==> src/rtl/int_reg_readout_pkg.sv <==
// Shared types and defaults for the interrupt register readout block.
// Holds the command FSM state set, default sizes and the bit-counter width rule.
package int_reg_pkg;

    localparam int DEF_NUM_INT   = 12;
    localparam int DEF_WORD_BITS = 26;

    typedef enum logic [2:0] {
        IDLE,
        SHIFT_OUT,
        SHIFT_IN_RST,
        SHIFT_IN_INH,
        APPLY_RST,
        APPLY_INH
    } state_t;

    // The counter must be able to hold WORD_BITS itself, so it never wraps.
    function automatic int cnt_width(input int word_bits);
        return $clog2(word_bits + 1);
    endfunction

endpackage

==> src/rtl/int_reg_readout_if.sv <==
// Interrupt sources, PIO command pulses and serial channel of int_reg_readout.
// The master side is the LVDC/source conditioning; the slave side is the block.
interface int_reg_readout_if
    import int_reg_pkg::*;
#(
    parameter int NUM_INT = DEF_NUM_INT
) ();

    logic [NUM_INT-1:0] INTR_SRC;
    logic               BIT_STB;
    logic               RD_REQ;
    logic               RST_REQ;
    logic               INH_REQ;
    logic               SDI;
    logic               SDO;
    logic               SDO_VALID;
    logic               BUSY;
    logic               SINT;
    logic [NUM_INT-1:0] INT_PEND;

    modport master (
        output INTR_SRC, BIT_STB, RD_REQ, RST_REQ, INH_REQ, SDI,
        input  SDO, SDO_VALID, BUSY, SINT, INT_PEND
    );

    modport slave (
        input  INTR_SRC, BIT_STB, RD_REQ, RST_REQ, INH_REQ, SDI,
        output SDO, SDO_VALID, BUSY, SINT, INT_PEND
    );

endinterface

==> src/rtl/int_shift_reg.sv <==
// Serial word shift register: parallel load of the low PAR_BITS, LSB-first shift
// with serial fill at the top, and a bit counter that flags the last bit of a word.
module int_shift_reg
    import int_reg_pkg::*;
#(
    parameter int WORD_BITS = DEF_WORD_BITS,
    parameter int PAR_BITS  = DEF_NUM_INT
) (
    input  logic                clk,
    input  logic                rst,
    input  logic                load,
    input  logic [PAR_BITS-1:0] load_val,
    input  logic                shift,
    input  logic                ser_in,
    output logic                ser_out,
    output logic [PAR_BITS-1:0] par_out,
    output logic                done
);

    localparam int CW = cnt_width(WORD_BITS);

    logic [WORD_BITS-1:0] shreg;
    logic [CW-1:0]        count;

    always_ff @(posedge clk or posedge rst) begin
        if (rst) begin
            shreg <= '0;
            count <= '0;
        end else if (load) begin
            shreg <= WORD_BITS'(load_val);
            count <= '0;
        end else if (shift) begin
            shreg <= {ser_in, shreg[WORD_BITS-1:1]};
            count <= count + CW'(1);
        end
    end

    // Asserted on the strobe that brings the count up to a full word.
    assign done    = shift && (count == CW'(WORD_BITS - 1));
    assign ser_out = shreg[0];
    assign par_out = shreg[PAR_BITS-1:0];

endmodule

==> src/rtl/int_reg_readout.sv <==
// Interrupt pending register with inhibit mask, SINT summary and a PIO command
// FSM that reads the register out serially or shifts in reset/inhibit masks.
module int_reg_readout
    import int_reg_pkg::*;
#(
    parameter int NUM_INT   = DEF_NUM_INT,
    parameter int WORD_BITS = DEF_WORD_BITS
) (
    input  logic                SIM_CLK,
    input  logic                SIM_RST,
    int_reg_readout_if.slave    bus
);

    state_t             state, state_nx;
    logic [NUM_INT-1:0] pend, pend_nx;
    logic [NUM_INT-1:0] inh, inh_nx;
    logic [NUM_INT-1:0] src_prev;
    logic [NUM_INT-1:0] rise;
    logic [NUM_INT-1:0] load_val;
    logic [NUM_INT-1:0] mask;
    logic               sint;
    logic               load;
    logic               shift;
    logic               ser_in;
    logic               ser_out;
    logic               done;

    int_shift_reg #(
        .WORD_BITS (WORD_BITS),
        .PAR_BITS  (NUM_INT)
    ) u_shift (
        .clk      (SIM_CLK),
        .rst      (SIM_RST),
        .load     (load),
        .load_val (load_val),
        .shift    (shift),
        .ser_in   (ser_in),
        .ser_out  (ser_out),
        .par_out  (mask),
        .done     (done)
    );

    // Inhibited bits never see an edge, so they cannot latch while masked.
    assign rise = bus.INTR_SRC & ~src_prev & ~inh;

    always_comb begin
        state_nx = state;
        load     = 1'b0;
        load_val = '0;
        shift    = 1'b0;
        ser_in   = 1'b0;
        case (state)
            IDLE: begin
                if (bus.RD_REQ) begin
                    state_nx = SHIFT_OUT;
                    load     = 1'b1;
                    load_val = pend;
                end else if (bus.RST_REQ) begin
                    state_nx = SHIFT_IN_RST;
                    load     = 1'b1;
                end else if (bus.INH_REQ) begin
                    state_nx = SHIFT_IN_INH;
                    load     = 1'b1;
                end
            end
            SHIFT_OUT: begin
                shift = bus.BIT_STB;
                if (done) state_nx = IDLE;
            end
            SHIFT_IN_RST: begin
                shift  = bus.BIT_STB;
                ser_in = bus.SDI;
                if (done) state_nx = APPLY_RST;
            end
            SHIFT_IN_INH: begin
                shift  = bus.BIT_STB;
                ser_in = bus.SDI;
                if (done) state_nx = APPLY_INH;
            end
            APPLY_RST: state_nx = IDLE;
            APPLY_INH: state_nx = IDLE;
            default:   state_nx = IDLE;
        endcase
    end

    // A fresh edge in the clear cycle wins, so no interrupt is lost.
    always_comb begin
        pend_nx = pend | rise;
        inh_nx  = inh;
        if (state == APPLY_RST) pend_nx = (pend & ~mask) | rise;
        if (state == APPLY_INH) inh_nx  = mask;
    end

    always_ff @(posedge SIM_CLK or posedge SIM_RST) begin
        if (SIM_RST) begin
            state    <= IDLE;
            pend     <= '0;
            inh      <= '0;
            src_prev <= '0;
            sint     <= 1'b0;
        end else begin
            state    <= state_nx;
            pend     <= pend_nx;
            inh      <= inh_nx;
            src_prev <= bus.INTR_SRC;
            sint     <= |(pend & ~inh);
        end
    end

    assign bus.SDO       = (state == SHIFT_OUT) & ser_out;
    assign bus.SDO_VALID = (state == SHIFT_OUT);
    assign bus.BUSY      = (state != IDLE);
    assign bus.SINT      = sint;
    assign bus.INT_PEND  = pend;

endmodule

==> src/flat_wrapper.sv <==
// flat-port wrapper written by rule: the top's interface ports become plain ports
module int_reg_readout_flat import int_reg_pkg::*;
#(
    parameter int NUM_INT   = DEF_NUM_INT,
    parameter int WORD_BITS = DEF_WORD_BITS
)
  (SIM_CLK, SIM_RST, bus_INTR_SRC, bus_BIT_STB, bus_RD_REQ, bus_RST_REQ, bus_INH_REQ, bus_SDI, bus_SDO, bus_SDO_VALID, bus_BUSY, bus_SINT, bus_INT_PEND);
  int_reg_readout_if #(.NUM_INT(NUM_INT)) bus_i ();
  input  logic SIM_CLK;
  input  logic SIM_RST;
  input wire logic [$bits(bus_i.INTR_SRC)-1:0] bus_INTR_SRC;
  input wire logic [$bits(bus_i.BIT_STB)-1:0] bus_BIT_STB;
  input wire logic [$bits(bus_i.RD_REQ)-1:0] bus_RD_REQ;
  input wire logic [$bits(bus_i.RST_REQ)-1:0] bus_RST_REQ;
  input wire logic [$bits(bus_i.INH_REQ)-1:0] bus_INH_REQ;
  input wire logic [$bits(bus_i.SDI)-1:0] bus_SDI;
  output wire logic [$bits(bus_i.SDO)-1:0] bus_SDO;
  output wire logic [$bits(bus_i.SDO_VALID)-1:0] bus_SDO_VALID;
  output wire logic [$bits(bus_i.BUSY)-1:0] bus_BUSY;
  output wire logic [$bits(bus_i.SINT)-1:0] bus_SINT;
  output wire logic [$bits(bus_i.INT_PEND)-1:0] bus_INT_PEND;
  assign bus_i.INTR_SRC = bus_INTR_SRC;
  assign bus_i.BIT_STB = bus_BIT_STB;
  assign bus_i.RD_REQ = bus_RD_REQ;
  assign bus_i.RST_REQ = bus_RST_REQ;
  assign bus_i.INH_REQ = bus_INH_REQ;
  assign bus_i.SDI = bus_SDI;
  assign bus_SDO = bus_i.SDO;
  assign bus_SDO_VALID = bus_i.SDO_VALID;
  assign bus_BUSY = bus_i.BUSY;
  assign bus_SINT = bus_i.SINT;
  assign bus_INT_PEND = bus_i.INT_PEND;
  int_reg_readout #(.NUM_INT(NUM_INT), .WORD_BITS(WORD_BITS)) u_core (.SIM_CLK(SIM_CLK), .SIM_RST(SIM_RST), .bus(bus_i));
endmodule
==> config.mk <==
export PLATFORM = sky130hd
export DESIGN_NAME = int_reg_readout_flat
export DESIGN_NICKNAME = d
export VERILOG_FILES = /design/src/rtl/int_reg_readout_pkg.sv /design/src/rtl/int_reg_readout_if.sv /design/src/rtl/int_shift_reg.sv /design/src/rtl/int_reg_readout.sv /design/src/flat_wrapper.sv
export SDC_FILE = /design/constraint.sdc
export NUM_CORES = 1
export LEC_CHECK = 0
export BUFFER_PORTS_ARGS = -buffer_cell sky130_fd_sc_hd__buf_2
export CORE_ASPECT_RATIO = 2
export CORE_MARGIN = 2
export CORE_UTILIZATION = 56
export DETAILED_ROUTE_END_ITERATION = 8
export GPL_TIMING_DRIVEN = 1
export HOLD_SLACK_MARGIN = 0.08
export PLACE_DENSITY = 0.77
export REMOVE_ABC_BUFFERS = 1
export SLEW_MARGIN = 20
export SYNTH_ARGS = -nofsm -noshare
export SYNTH_HDL_FRONTEND = slang
export SYNTH_HIERARCHICAL = 1
export SYNTH_SLANG_ARGS = --single-unit
==> constraint.sdc <==
create_clock -name SIM_CLK -period 3.5 [get_ports SIM_CLK]
set_clock_uncertainty 0.1 [all_clocks]
set_input_delay 0.35 -clock SIM_CLK [delete_from_list [all_inputs] [get_ports SIM_CLK]]
set_output_delay 0.35 -clock SIM_CLK [all_outputs]
set_load 0.01 [all_outputs]
* Word-level counts from Yosys, hierarchy flattened
Index checks and enable logic that the tools add are counted.
** Storage, ports and cells
- Flip-flop bits (word level) :: 71
- Latch bits :: 0
- RAM bits :: 0
- Bits in read-only memories :: 0
- Bits of input ports :: 19
- Output and inout bits :: 16
- Memories :: 0
** Cells by class
- $add $sub $neg :: 1
- $mul :: 0
- Div/mod/pow operators :: 0
- $lt $le $gt $ge :: 0
- Equal/unequal tests :: 10
- Shifts and indexed selects :: 0
- Mux-type cells :: 20
- Bitwise gates (word level) :: 10
- Reduce and logical (&&, ||, !) cells :: 8
** Operators by type and width (count)
- 26-bit two-way mux :: 2
- 12-bit bitwise AND :: 4
- 12-bit two-way mux :: 3
- 12-bit NOT :: 3
- 12-bit OR :: 2
- 3-bit two-way mux :: 6
- 3-bit one-hot mux with 4 select lines :: 1
- 12-bit OR reduction :: 1
- 5-bit two-way mux :: 2
- 3-bit by 2-bit == test with 1-bit output (second input constant) :: 2
- 3-bit == test (second input constant) :: 2
- 1-bit two-way mux :: 6
- 2-bit by 1-bit != test with 1-bit output (second input constant) :: 3
- 5-bit by 1-bit adder with 5-bit output (second input constant) :: 1
- 5-bit == test (second input constant) :: 1
- 4-bit != test (second input constant) :: 1
- 4-bit AND reduction :: 1
- 3-bit by 1-bit == test with 1-bit output (second input constant) :: 1
- 3-bit logical NOT :: 1
- 3-bit nonzero test :: 1
- 3-bit OR reduction :: 1
- 2-bit nonzero test :: 1
- 2-bit OR reduction :: 1
- 1-bit bitwise AND :: 1
- 1-bit logical AND :: 1

* Longest topological paths before layout
- Word-level depth :: 6
- Mapped depth :: 10

* Hierarchy
The synthesis kept the hierarchy.
** By module, submodules not included
- int_reg_readout :: times used 1, cells each 144, area an instance 1696.6 µm², seq. area each 1001.0 µm²
- int_shift_reg :: times used 1, cells each 137, area an instance 1525.2 µm², seq. area each 775.7 µm²

* Worst setup path before layout
Ideal clock, no wire load.
- Path type :: register to register
- Start :: reg u_core.state[2]
- End :: reg u_core.u_shift.shreg[12]
- Library setup time :: 0.132 ns
- Arrival time :: 1.559 ns
- Slack :: 1.709 ns
- Stages on the path, launching flop included :: 9
- Buffers on the path :: 4
- Period minus slack after synthesis :: 1.791 ns
- Path through :: dfrtp_1 > buf_6 > nor3_2 > clkbuf_2 > inv_1 > nor2_1 > buf_2 > clkbuf_1 > nor2_1
** RTL lines
- start: declaration :: line int_reg_readout.sv:14 : state_t state, state_nx;
- start signal: assignment :: line int_reg_readout.sv:102 : state <= state_nx;
- 3-bit logical NOT * :: line int_reg_readout.sv:52 : case (state)
- 1-bit two-way mux * :: line int_reg_readout.sv:52
- net u_core.load :: line int_reg_readout.sv:22 : logic load;
- 26-bit two-way mux / 2-bit nonzero test (equally long branches)
- end signal: assignment :: line int_shift_reg.sv:30 : shreg <= WORD_BITS'(load_val);
- end signal: assignment :: line int_shift_reg.sv:33 : shreg <= {ser_in, shreg[WORD_BITS-1:1]};
- end: declaration :: line int_shift_reg.sv:22 : logic [WORD_BITS-1:0] shreg;
Mark *: on every way through the listed nets, which the timed path passes. The rest lies on a longest branch.
A chain may end at the register's enable or synchronous reset.

* Worst setup path after layout
- Start :: reg u_core.state[2]
- End :: reg u_core.u_shift.count[4]
** RTL lines
- 3-bit logical NOT * :: line int_reg_readout.sv:52
- 1-bit two-way mux * :: line int_reg_readout.sv:52
- net u_core.load :: line int_reg_readout.sv:22
- 5-bit two-way mux / 2-bit nonzero test (equally long branches)
- end signal: assignment :: line int_shift_reg.sv:34 : count <= count + CW'(1);
- end: declaration :: line int_shift_reg.sv:23 : logic [CW-1:0] count;
Marks and branches as above.

==> results.cfg <==
[logic_synthesis]
synthTopCellsByArea = dfrtp_1 (55%), mux2i_1 (8.1%), nor2_1 (3.7%)
ys_warn_count = 6
synth_largest_area_cell = dfrtp_1
yosysTopAreaCellShare_pct = 55.1
synthMuxAreaShare_pct = 13.2
syn_area_mm2 = 0.00322
synth-simple-area-share_pct = 15.1
synth_top_family_by_area = simple AND/OR/NAND/NOR gates
synth.avg_cell_area_um2 = 11.5
async_reset_ff_share_pct = 100
synth.distinct_cells = 39
syn_inst = 281
ys_seq_elements = 71
ys.flop_type = dfrtp_1
synth_xor_area_share_pct = 0.272
seq_area_frac_synth_pct = 55.1
synth_compound_area_share_pct = 7.73
synth_edf_count = 0
synthAdderAreaFrac_pct = 0.777

[cells_and_area]
final_nets = 337
utilization_pct = 66.8
final_layout_size_suffix_gt1_share_pct = 20.2
synthToLayoutAreaGrowth_pct = 16.4
n_antenna_cell = 0
nFillCells = 415

[detailed_routing]
antenna_left = 0
drc = 0
dr.pass1.iters = 5
vias_per_cell = 5.65
dr_total_vias = 2159
routedWlPerCell_um = 16.2
drt-total-wl_um = 6170
drt_iter0_drc = 103

[sta]
min_period_over_period_pct = 69.1
rsz0062_at_grt = no
fin_crit_ns = 2.42
max_slew_margin_pct = 37.2
maxSlewViolCount = 0
fmax_ghz = 0.413
hold_viol = 0
setup_viol = 0
tightestPinTransition_ns = 0.938

[floorplan]
core_mm2 = 0.00561
num_io_pins = 35
rows = 39
dieWidth_um = 57.6
initial_core_util_pct = 57.4
die-area_mm2 = 0.00641
fp.dieH_um = 111

[global_route]
grt_use_total_pct = 21.9
antenna_found_initial = 0
gr-total-overflow = 0
grt_pass1_vias = 2257
grt_pass1_wl_um = 10900
grt_start_max_net_pins = 46

[placement]
port_buffers = 34
place_congestion = 0.799
hpwl_um = 3880

[critical_path]
start_kind = flop
crit_chain = nor3_2 -> inv_1 -> nor2_2 -> buf_4 -> nor2_1 -> mux2_4
criticalPathCategory = reg2reg
cp.arrival_ns = 2.53
critPathLaunch = u_core/state[2]$_DFFE_PP0P_
endpoint_kind = flop
timing.rr.end = u_core/u_shift/count[4]$_DFFE_PP0P_
r2r.worst_path.cells = 6
r2r_slack_ns = 1.08
max_stage_delay_ns = 0.65
endpoint = u_core/u_shift/count[4]$_DFFE_PP0P_
crit_required_ns = 3.61
cp_slowest_cell = nor3_2
crit_fanout = 45
r2r-start = u_core/state[2]$_DFFE_PP0P_

[clocking]
cts-root-buf = clkbuf_16
cts_buffer_depth = 2
cts_resized = 0
htreeDepth = 3
insertion_delay_ns = 0.33
cts_tree = done
clk_pin_slew_ns = 0.06
cts.sinks = 71
numCtsBuffers = 9

[power]
p_per_area_mw_per_mm2 = 644
combPwrFrac_pct = 14.8
p_seq_share_pct = 44.6
p_switching_uw = 637
p_leak_uw = 0.00177
finalPower_uw = 2420
clkPwrFrac_pct = 40.6
p_sw_share_pct = 26.4
peakVddDrop_mv = 0.590
power.internal_uw = 1780

[worst_hold_path]
hold_class = in2reg

[run_status]
status = complete, no violations

[job]
maxCapViolCount = 0
## metrics by stage
| step | std cells | worst slack [ns] | hold WS, ns | setup TNS, ns | instance area [um2] |
|---|---|---|---|---|---|
| floorplan | 254 | -1.30 | 0.281 | -35.61 | 3010 |
| global placement | 353 | 1.17 | 0.352 | 0 | 3290 |
| detailed placement | 353 | 1.14 | 0.369 | 0 | 3290 |
| CTS | 382 | 1.11 | 0.303 | 0 | 3750 |
| global route | 382 | 0.941 | 0.378 | 0 | 3750 |
| finish | 382 | 1.08 | 0.309 | 0 | 3750 |
## how the worst min path moves through the flow
stage	start	endpoint	slack (ns)	depth (start not counted)
3_3_place_gp	SIM_RST	u_core/u_shift/shreg[13]$_DFFE_PP0P_	0.35	3
5_1_grt	bus_INH_REQ	u_core/state[1]$_DFFE_PP0P_	0.38	3
2_1_floorplan	bus_INTR_SRC[0]	u_core/src_prev[0]$_DFF_PP0_	0.28	0
6_report	bus_INH_REQ	u_core/state[1]$_DFFE_PP0P_	0.31	3
3_5_place_dp	bus_INTR_SRC[11]	u_core/src_prev[11]$_DFF_PP0_	0.37	1
4_1_cts	bus_INH_REQ	u_core/state[1]$_DFFE_PP0P_	0.30	3
## layer usage
layer	track usage (%)	wire length, um
met5	0	0
met4	8.37	110
met3	5.25	266
met2	33.4	3140
met1	30.2	2660
## logic make-up (layout without fill, tap and decap cells)
kind of cell | after synthesis | in the layout
XOR/XNOR | 1 | 1
adder cells (fa/ha/maj) | 2 | 2
multiplexers | 40 | 40
buffers and inverters | 36 | 76
flip-flops | 71 | 71
AO/OA/AOI/OAI | 35 | 35
AND/OR/NAND/NOR | 96 | 96
## power by group through the flow
stage / registers [uW] / clock network [uW] / logic (uW)
finish: 1080 / 982 / 357
global route: 1100 / 1040 / 402
CTS: 1080 / 999 / 363
detailed placement: 1090 / 0 / 344
global placement: 1080 / 0 / 324
floorplan: 1050 / 0 / 277
## layout make-up
type	count	area (um2)	area share, %
sequential	71	1780	47.4
multi-input combinational	174	1200	32.1
timing repair buffer	51	330	8.81
clock buffer	10	239	6.37
clock inverter	6	91.3	2.43
tap	61	76.3	2.03
inverter	9	33.8	0.901
## state kept, by name (all words and copies together) (netlist names)
signal,count
u_core/u_shift/shreg,26
u_core/bus.INT_PEND,12
u_core/inh,12
u_core/src_prev,12
u_core/u_shift/count,5
u_core/state,3
u_core/bus.SINT,1
## worst max-delay path: cells and delay by family (launching register included)
family | cells | cell delay (ns)
buffers and inverters | 2 | 0.54
flip-flops | 1 | 0.49
multiplexers | 1 | 0.28
AND/OR/NAND/NOR | 3 | 0.89
## cells in the mapped netlist, types with 4 or more instances
cell     count
inv_1        9
and3_1      12
buf_4       13
a22o_1      11
nor3b_1      4
nor2_1      32
mux2i_1     26
nand2_1     25
buf_2        5
nor2b_1     12
mux2_1      10
o21ai_1     10
buf_6        4
dfrtp_1     71
o21ai_0      4
## cell usage in the layout, fill, tap and decap left out, types with 2 or more instances in the layout
master	count
a2111oi_0	3
a21oi_1	2
a22o_1	11
and3_1	12
buf_2	34
buf_4	4
bufinv_16	2
clkbuf_16	9
clkinvlp_4	3
dfrtp_1	71
dlygate4sd3_1	13
ha_1	2
inv_1	9
mux2_1	10
mux2_2	2
mux2_4	2
mux2i_1	26
nand2_1	25
nand4_1	3
nor2_1	31
nor2b_1	12
nor3b_1	3
nor3b_2	2
o21ai_0	4
o21ai_1	10
## what timing repair did
action	4_1_cts	5_1_grt
endpoints found under the hold margin	83	0
setup buffers	0	0
setup endpoints to repair	0	0
hold buffers	13	0
No activity file was read; power rests on OpenSTA's default activity.
